==> config.mk <==
export PLATFORM = sky130hd
export DESIGN_NAME = blur_strip_feeder
export DESIGN_NICKNAME = d
export VERILOG_FILES = /design/src/rtl/blur_strip_feeder.sv
export SDC_FILE = /design/constraint.sdc
export NUM_CORES = 1
export LEC_CHECK = 0
export BUFFER_PORTS_ARGS = -buffer_cell sky130_fd_sc_hd__buf_2
export CAP_MARGIN = 25
export CORE_AREA = 4 4 194 196
export DETAILED_ROUTE_END_ITERATION = 7
export DIE_AREA = 0 0 198 200
export GPL_TIMING_DRIVEN = 0
export PLACE_DENSITY = 0.8
export SETUP_SLACK_MARGIN = 0.3
export SLEW_MARGIN = 25
export SYNTH_ARGS = -nofsm -noshare
export SYNTH_HDL_FRONTEND = slang
export SYNTH_SLANG_ARGS = --single-unit
==> constraint.sdc <==
create_clock -name clk -period 5.3 [get_ports clk]
set_input_delay 1.06 -clock clk [delete_from_list [all_inputs] [get_ports clk]]
set_output_delay 1.06 -clock clk [all_outputs]
set_load 0.05 [all_outputs]
==> src/rtl/blur_strip_feeder.sv <==
// blur_strip_feeder: assembles 20-pixel strips for the blur controller, walks its anchor and streams the 16-pixel results.
// Optional BLUR_FEEDER_PREFETCH_EN adds a second strip buffer so the next strip loads while a result drains.
module blur_strip_feeder #(
  parameter int STEPS_X = 8,
  parameter int STEPS_Y = 4
) (
  input  logic             clk,
  input  logic             rst,
  input  logic             start,
  output logic             busy,
  output logic             done,
  input  logic             in_valid,
  output logic             in_ready,
  input  logic [31:0]      in_data,
  output logic [19:0][7:0] blur_in,
  output logic             anchor_moving,
  output logic [31:0]      anchor_x,
  output logic [31:0]      anchor_y,
  input  logic             blur_final,
  input  logic [15:0][7:0] blur_out,
  output logic             out_valid,
  input  logic             out_ready,
  output logic [31:0]      out_data,
  output logic             out_last
);
  typedef enum logic [2:0] {IDLE, FILL, ISSUE, WAIT, CAPTURE, DRAIN} state_t;
  state_t state;
  logic [1:0] obeat;
  logic [15:0][7:0] res;
  logic [31:0] tag_x, tag_y, res_x, res_y, nx, ny;
  logic acc_in, x_end, r_last;
  assign acc_in = in_valid && in_ready;
  assign x_end = anchor_x == 32'(STEPS_X - 1);
  assign r_last = res_x == 32'(STEPS_X - 1) && res_y == 32'(STEPS_Y - 1);
  assign nx = x_end ? '0 : anchor_x + 32'd1;
  assign ny = x_end ? anchor_y + 32'd1 : anchor_y;
  assign busy = state != IDLE;
  assign out_valid = state == DRAIN;
  assign out_data = out_valid ? res[{obeat, 2'b00} +: 4] : '0;
  assign out_last = out_valid && obeat == 2'd3 && r_last;
`ifdef BLUR_FEEDER_PREFETCH_EN
  logic [19:0][7:0] nxt, next_strip;
  logic [2:0] ncnt;
  logic pend, pf_issue, full_now, a_last;
  assign a_last = x_end && anchor_y == 32'(STEPS_Y - 1);
  // a strip counts as complete in the cycle its final beat is accepted
  assign full_now = ncnt == 3'd5 || (acc_in && ncnt == 3'd4);
  assign next_strip = ncnt == 3'd5 ? nxt : {in_data, nxt[15:0]};
  assign in_ready = ncnt != 3'd5 && (state == FILL || ((state == WAIT || state == CAPTURE || state == DRAIN) && !a_last));
  assign anchor_moving = state == ISSUE || (state == CAPTURE && pf_issue);
`else
  logic [2:0] fcnt;
  assign in_ready = state == FILL;
  assign anchor_moving = state == ISSUE;
`endif
  always_ff @(posedge clk) begin
    if (rst) begin
      state <= IDLE;
      obeat <= '0;
      blur_in <= '0;
      res <= '0;
      anchor_x <= '0;
      anchor_y <= '0;
      tag_x <= '0;
      tag_y <= '0;
      res_x <= '0;
      res_y <= '0;
      done <= 1'b0;
`ifdef BLUR_FEEDER_PREFETCH_EN
      nxt <= '0;
      ncnt <= '0;
      pend <= 1'b0;
      pf_issue <= 1'b0;
`else
      fcnt <= '0;
`endif
    end else begin
      done <= 1'b0;
`ifdef BLUR_FEEDER_PREFETCH_EN
      if (acc_in) begin
        nxt[{ncnt, 2'b00} +: 4] <= in_data;
        ncnt <= ncnt + 3'd1;
      end
`endif
      case (state)
        IDLE: if (start) begin
          state <= FILL;
          anchor_x <= '0;
          anchor_y <= '0;
`ifdef BLUR_FEEDER_PREFETCH_EN
          ncnt <= '0;
          pend <= 1'b0;
          pf_issue <= 1'b0;
`else
          fcnt <= '0;
`endif
        end
`ifdef BLUR_FEEDER_PREFETCH_EN
        FILL: if (full_now) begin
          blur_in <= next_strip;
          ncnt <= '0;
          state <= ISSUE;
        end
`else
        FILL: if (acc_in) begin
          blur_in[{fcnt, 2'b00} +: 4] <= in_data;
          fcnt <= fcnt == 3'd4 ? '0 : fcnt + 3'd1;
          if (fcnt == 3'd4) state <= ISSUE;
        end
`endif
        ISSUE: begin
          tag_x <= anchor_x;
          tag_y <= anchor_y;
          state <= WAIT;
        end
        WAIT: if (blur_final) begin
          state <= CAPTURE;
`ifdef BLUR_FEEDER_PREFETCH_EN
          // the next strip is presented in the capture cycle, which doubles as its issue
          pend <= 1'b0;
          pf_issue <= full_now && !a_last;
          if (full_now && !a_last) begin
            blur_in <= next_strip;
            ncnt <= '0;
            anchor_x <= nx;
            anchor_y <= ny;
          end
`endif
        end
        CAPTURE: begin
          res <= blur_out;
          res_x <= tag_x;
          res_y <= tag_y;
          obeat <= '0;
          state <= DRAIN;
`ifdef BLUR_FEEDER_PREFETCH_EN
          if (pf_issue) begin
            tag_x <= anchor_x;
            tag_y <= anchor_y;
            pend <= 1'b1;
          end
          pf_issue <= 1'b0;
`endif
        end
        DRAIN: if (out_ready) begin
          obeat <= obeat + 2'd1;
          if (obeat == 2'd3) begin
            if (r_last) begin
              done <= 1'b1;
              state <= IDLE;
            end
`ifdef BLUR_FEEDER_PREFETCH_EN
            else if (pend) state <= WAIT;
            else begin
              anchor_x <= nx;
              anchor_y <= ny;
              state <= full_now ? ISSUE : FILL;
              if (full_now) begin
                blur_in <= next_strip;
                ncnt <= '0;
              end
            end
`else
            else begin
              anchor_x <= nx;
              anchor_y <= ny;
              state <= FILL;
            end
`endif
          end
        end
        default: state <= IDLE;
      endcase
    end
  end
endmodule

==> flow_summary.json, run 1 <==
{
  "status": "finished, final reports clean",
  "path_cells": "nor4_1, nand4_1, nor4_1, buf_2, and3_1, buf_2",
  "drt_iter0_drc": 1722,
  "drt_pass1_iterations": 5,
  "grt_pass1_wl_um": 106000,
  "powerDensity_nw_per_um2": 335,
  "hold_path_depth": 2,
  "dp_slack_ns": 1.44,
  "overflow": 0,
  "postSynthAreaPerCell_um2": 7.92,
  "slowest_delay_ns": 0.82,
  "synth_top_area_share_pct": 50.0,
  "io_pins": 428,
  "rr_worst_depth": 10,
  "row_count": 70,
  "p_leak_uw": 0.00910,
  "clock_latency_ns": 0.58,
  "synth_cells": 2473,
  "cts_tree": "done",
  "final.period_utilization_pct": 85.5,
  "vias": 20200,
  "cts_hold_buf": 0,
  "yosys_register_bits": 489,
  "max_slew_margin_pct": 34.6,
  "wire_per_inst_um": 20.5,
  "r2r_slack_ns": 1.92,
  "cts.path.max_buffers": 3,
  "finalSetupTns_ns": 0,
  "fillers": 3133,
  "final_cell_mix": "817 x nand2_1, 489 x dfxtp_1, 457 x a21oi_1",
  "grt_pass1_vias": 19300,
  "ys_top_cells_by_area": "dfxtp_1 50%, nand2_1 16%, a21oi_1 12%, mux4_2 3.7%, clkbuf_1 3.0%",
  "min_path_type": "register to register",
  "finalSetupViolCount": 0,
  "viasPerCell": 5.83,
  "gp_congestion": 0.987,
  "yosysTopAreaCell": "dfxtp_1",
  "track_usage_pct": 33.7,
  "syn_area_um2": 19600,
  "drt-total-wl_um": 70900,
  "htreeDepth": 2,
  "die_w_um": 198,
  "core_um2": 36100,
  "post-dp-hpwl_um": 53200,
  "end_kind": "output pin",
  "io_buffers": 426,
  "r2r_end": "blur_in[86]",
  "async_flop_share_pct": 0,
  "start_util_pct": 54.3,
  "grt_setup_unrepaired": "false",
  "tightest_slew_ns": 0.981,
  "post_cts_buffers": 0,
  "min_from": "blur_in[142]",
  "die-height_um": 200,
  "cap_viol_max_count": 0,
  "finalClockSkew_ns": 0.0236,
  "die_area_um2": 39600,
  "area_growth_pct": 22.4,
  "ys.flop_type": "dfxtp_1",
  "worstPathRequired_ns": 4.24,
  "grt_max_degree": 14,
  "path_max_fanout": 10,
  "cts-resized-gates": 0,
  "post-route-min-period_ns": 4.53,
  "synth_warnings": 0,
  "cp-start-kind": "register",
  "root_buffer": "clkbuf_16",
  "cts.sinks": 489,
  "worstPathArrival_ns": 3.47,
  "drive_gt1_share_pct": 19.4,
  "post-route-drc-count": 0,
  "drv_slew": 0,
  "antenna_found_initial": 14,
  "ys_types": 68,
  "cp_slowest_cell": "nor4_1",
  "cts.clk_slew.worst_paths_ns": 0.06,
  "seq_area_frac_synth_pct": 50.0,
  "irDropWorstVdd_mv": 0.314,
  "reg2reg_from": "fcnt[0]",
  "fin_ws_ns": 0.770,
  "hold_viol": 0,
  "crit_type": "register to output pin",
  "hold-path-endpoint": "blur_in[142]",
  "final_common_cell": "nand2_1",
  "numCtsBuffers": 50,
  "synth-edff-count": 0,
  "postRouteAntennaNets": 0,
  "syn-num-nets": 2646,
  "clock.fmax_ghz": 0.221,
  "nets": 3124
}
[synthesized netlist by cell type, drive strengths merged, types with 6 or more instances]
cell    count
a31oi      13
dfxtp     489
ha          7
or3        10
buf        35
mux4       32
inv        16
clkbuf    157
nand2     817
nor3       13
and2       38
a21oi     457
nand4b      8
o31ai       9
nand4      27
and4        9
nand3      92
nor4       37
o21ai      61
nor2       51
a21o        6
and3       19
[logic make-up after synthesis]
logic type / count (synthesis) / synth area share (%)
AOI/OAI and AO/OA: 575 / 15.6
xor gates and xnor gates: 6 / 0.268
adders and majority gates: 7 / 0.447
buffers and inverters: 208 / 4.14
DFF: 489 / 50.0
muxes: 35 / 3.83
and+or+nand+nor: 1153 / 25.7
[sequential cells by signal, indices dropped and copies added, names as in the netlist]
name,cells
blur_in,160
res,128
anchor_x,32
anchor_y,32
res_x,32
res_y,32
tag_x,32
tag_y,32
fcnt,3
state,3
obeat,2
done,1
[worst max path at each step]
stage	cells after the start	from	slack, ns	endpoint
finish	6	res_y[5]	0.77	out_last
floorplan	4	obeat[0]	2.18	out_data[10]
global route	6	res_y[18]	0.74	out_last
CTS	6	res_y[5]	0.82	out_last
global placement	6	res_y[5]	1.45	out_last
detailed placement	6	res_y[5]	1.44	out_last
[through the flow]
step / area (um2) / utilization, % / hold slack (ns) / instances / power [uW]
finish: 24000 / 66.4 / 0.453 / 3465 / 8030
global route: 24000 / 66.4 / 0.465 / 3463 / 8240
CTS: 23900 / 66.4 / 0.451 / 3454 / 8030
detailed placement: 22300 / 61.8 / 0.445 / 3367 / 4550
global placement: 22300 / 61.8 / 0.438 / 3367 / 4540
floorplan: 19600 / - / 0.431 / 2473 / 4270
[layer usage]
metal	part of all wire, %	routed length (um)	vias up	GRT usage, %
li1	-	-	9378	-
met1	38	26700	9557	41.3
met2	48	34100	1056	57.2
met3	9.4	6670	216	6.86
met4	4.8	3440	8	16.3
met5	0.068	48	-	0
[where the power goes]
group	switching [uW]	internal (uW)	leakage [uW]
clock	1470	2070	0.000815
combinational	555	188	0.00434
sequential	24.5	3720	0.00394
[worst max-delay path: cells and delay by family, from the launching register on]
kind | cells | cell delay, ns
AND/OR/NAND/NOR | 4 | 1.80
flip-flops | 1 | 0.31
buffers and inverters | 2 | 0.78
[area by class of cell]
class                           instances  area (um2)  share of cell area [%]
Sequential cell                       489        9790                    40.8
Multi-Input combinational cell       1776        8990                    37.5
Timing Repair Buffer                  426        2130                    8.89
Clock buffer                           71        1470                    6.14
Buffer                                192         753                    3.14
Tap cell                              468         586                    2.44
Clock inverter                         16         165                   0.689
Inverter                               16        60.1                   0.250
Antenna cell                           11        27.5                   0.115
Note: power is estimated with default switching activity, not from simulation.
==> run 2, diff against run 1 <==
--- a/config.mk
+++ b/config.mk
@@ -5,11 +5,12 @@
 export SDC_FILE = /design/constraint.sdc
 export NUM_CORES = 1
 export LEC_CHECK = 0
+export ABC_AREA = 1
 export BUFFER_PORTS_ARGS = -buffer_cell sky130_fd_sc_hd__buf_2
 export CAP_MARGIN = 25
-export CORE_AREA = 4 4 194 196
+export CORE_AREA = 4 4 197 199
 export DETAILED_ROUTE_END_ITERATION = 7
-export DIE_AREA = 0 0 198 200
+export DIE_AREA = 0 0 201 203
 export GPL_TIMING_DRIVEN = 0
 export PLACE_DENSITY = 0.8
 export SETUP_SLACK_MARGIN = 0.3
==> constraint.sdc (replaced) <==
create_clock -name clk -period 5.3 [get_ports clk]
set_input_delay 1.06 -clock clk [delete_from_list [all_inputs] [get_ports clk]]
set_output_delay 1.06 -clock clk [all_outputs]
set_load 0.005 [all_outputs]
==> run 2 against run 1 <==
Effect of this change:
- non-clock buffer count down 9
- critical path depth rose by 1
- final area rose by 2.9%
- wire length rose by 11%
- highest routed layer unchanged
==> flow_summary.json, run 2 <==
{
  "status": "finished, final reports clean",
  "post-dp-hpwl_um": 59800,
  "final_cell_mix": "783 x nor2_1, 489 x dfxtp_1, 449 x buf_2, 449 x o21ai_0, 311 x nand2_1",
  "cts_hold_buf": 0,
  "cts_tree": "done",
  "cap_viol_max_count": 0,
  "area_growth_pct": 22.0,
  "placed_area_um2": 22900,
  "synth_warnings": 0,
  "synth_fa_ha_area_share_pct": 0.433,
  "drive_gt1_share_pct": 16.9,
  "start_util_pct": 54.3,
  "clock_power_share_pct": 33.0,
  "ys.flop_type": "dfxtp_1",
  "clock.fmax_ghz": 0.253,
  "postSynthAreaPerCell_um2": 7.15,
  "antenna_found_initial": 3,
  "worstPathRequired_ns": 4.24,
  "yosys_register_bits": 489,
  "fillers": 3413,
  "fin_area_um2": 24700,
  "synth_top_area_share_pct": 48.4,
  "final_common_cell": "nor2_1",
  "async_flop_share_pct": 0,
  "gp_congestion": 0.986,
  "p_leak_uw": 0.0113,
  "powerDensity_nw_per_um2": 452,
  "path_max_fanout": 10,
  "ys_types": 42,
  "cts.clk_slew.worst_paths_ns": 0.06,
  "cts.path.max_buffers": 3,
  "finalClockSkew_ns": 0.0262,
  "clock_latency_ns": 0.60,
  "viasPerCell": 5.66,
  "cts-resized-gates": 0,
  "drt_iter0_drc": 2402,
  "track_usage_pct": 36.8,
  "synthXorXnorAreaFrac_pct": 1.13,
  "syn_area_um2": 20200,
  "root_buffer": "clkbuf_16",
  "tightest_slew_ns": 1.13,
  "synth_top_family_by_area": "simple AND/OR/NAND/NOR gates",
  "power_frac_comb_pct": 25.1,
  "row_count": 71,
  "worstPathArrival_ns": 2.90,
  "overflow": 0,
  "final.period_utilization_pct": 74.7,
  "end_kind": "output pin",
  "ys_top_cells_by_area": "dfxtp_1 48%, nor2_1 15%, o21ai_0 11%, a21oi_1 6.2%, nand2_1 5.8%",
  "drt_pass1_iterations": 8,
  "synth.most_common_cell": "nor2_1",
  "max_slew_margin_pct": 24.4,
  "hold_viol": 0,
  "postRouteAntennaNets": 0,
  "muxShareOfSynthArea_pct": 0,
  "io_buffers": 427,
  "yosys.area_share.simple_pct": 24.5,
  "cts.sinks": 489,
  "finalSetupTns_ns": 0,
  "die-height_um": 203,
  "htreeDepth": 2,
  "regMostFlops": "blur_in",
  "grt_pass1_wl_um": 119000,
  "grt_setup_unrepaired": "false",
  "drt-total-wl_um": 78600,
  "die_w_um": 201,
  "wire_per_inst_um": 20.6,
  "utilization_pct": 66.3,
  "crit_type": "register to output pin",
  "min_path_type": "register to register",
  "grt_pass1_vias": 20800,
  "drv_slew": 0,
  "switching_share_pct": 34.4,
  "post_cts_buffers": 0,
  "synth-edff-count": 0,
  "p_sw_uw": 3830,
  "synth_cells": 2825,
  "r2r_slack_ns": 2.56,
  "largest_reg_flops": 160,
  "numCtsBuffers": 51,
  "syn-num-nets": 2998,
  "die_area_um2": 40800,
  "finalSetupViolCount": 0,
  "vias": 21600,
  "irDropWorstVdd_mv": 0.274,
  "p_int_uw": 7320,
  "yosysTopAreaCell": "dfxtp_1",
  "top_regs": "blur_in: 160 flops, res: 128 flops",
  "post-route-drc-count": 0,
  "post-route-min-period_ns": 3.96,
  "io_pins": 428,
  "nets": 3478,
  "synth_common_cells": "783 x nor2_1, 489 x dfxtp_1, 449 x o21ai_0",
  "synth_compound_gate_area_share_pct": 19.6,
  "seq_area_frac_synth_pct": 48.4,
  "pwr-share-seq_pct": 41.9,
  "cp-start-kind": "register",
  "grt_max_degree": 14,
  "core_um2": 37200
}
[run 2: routing by layer]
metal  vias to the layer above  track usage, %  wire (um)
met4                         2            16.6       3700
li1                      10200               -          -
met2                      1165            58.8      35200
met1                     10100            45.9      30500
met3                       201            11.4       9130
met5                         -               0         13
[run 2: worst max-delay path, stage by stage, from the launching register on]
cell	delay, ns
dfxtp_1	0.38
inv_2	0.09
nand3_1	0.10
buf_2	0.33
clkbuf_1	0.56
buf_1	0.49
a21oi_1	0.18
buf_2	0.17
[run 2: power by group through the flow]
stage | clock network (uW) | logic (uW) | registers (uW)
floorplan | 0 | 1800 | 4620
global placement | 0 | 2640 | 4700
detailed placement | 0 | 2710 | 4720
CTS | 3680 | 2730 | 4660
global route | 3850 | 3130 | 4730
finish | 3680 | 2800 | 4680
[run 2: stage by stage]
step,setup slack [ns],hold slack [ns],power (uW),cells
global placement,1.92,0.450,7340,3726
CTS,1.33,0.464,11100,3818
floorplan,2.87,0.429,6420,2825
detailed placement,1.91,0.456,7430,3726
global route,1.23,0.494,11700,3820
finish,1.34,0.462,11200,3820
[run 2: cells by family after synthesis]
kind of cell | Yosys count
xor+xnor | 26
fa+ha+maj | 7
buf+inv | 307
simple gates | 1231
compound gates | 765
flops | 489
[run 2: worst paths after layout]
kind	end	cells after the start	from
setup reg to reg	blur_in[84]	8	fcnt[0]
setup / recovery	out_data[23]	7	state[1]
hold / removal	blur_in[101]	2	blur_in[101]
hold reg to reg	blur_in[101]	2	blur_in[101]
[run 2: cell type report]
cell class / instances / area (um2) / share of cell area, %
clock inverters: 19 / 229 / 0.928
flip-flops and latches: 489 / 9790 / 39.7
multi-input cells: 2029 / 9220 / 37.4
repair buffers: 427 / 2140 / 8.67
well taps: 474 / 593 / 2.40
inverters: 125 / 469 / 1.90
clock buffers: 73 / 1480 / 6.01
diodes: 2 / 5.00 / 0.0203
plain buffers: 182 / 741 / 3.00
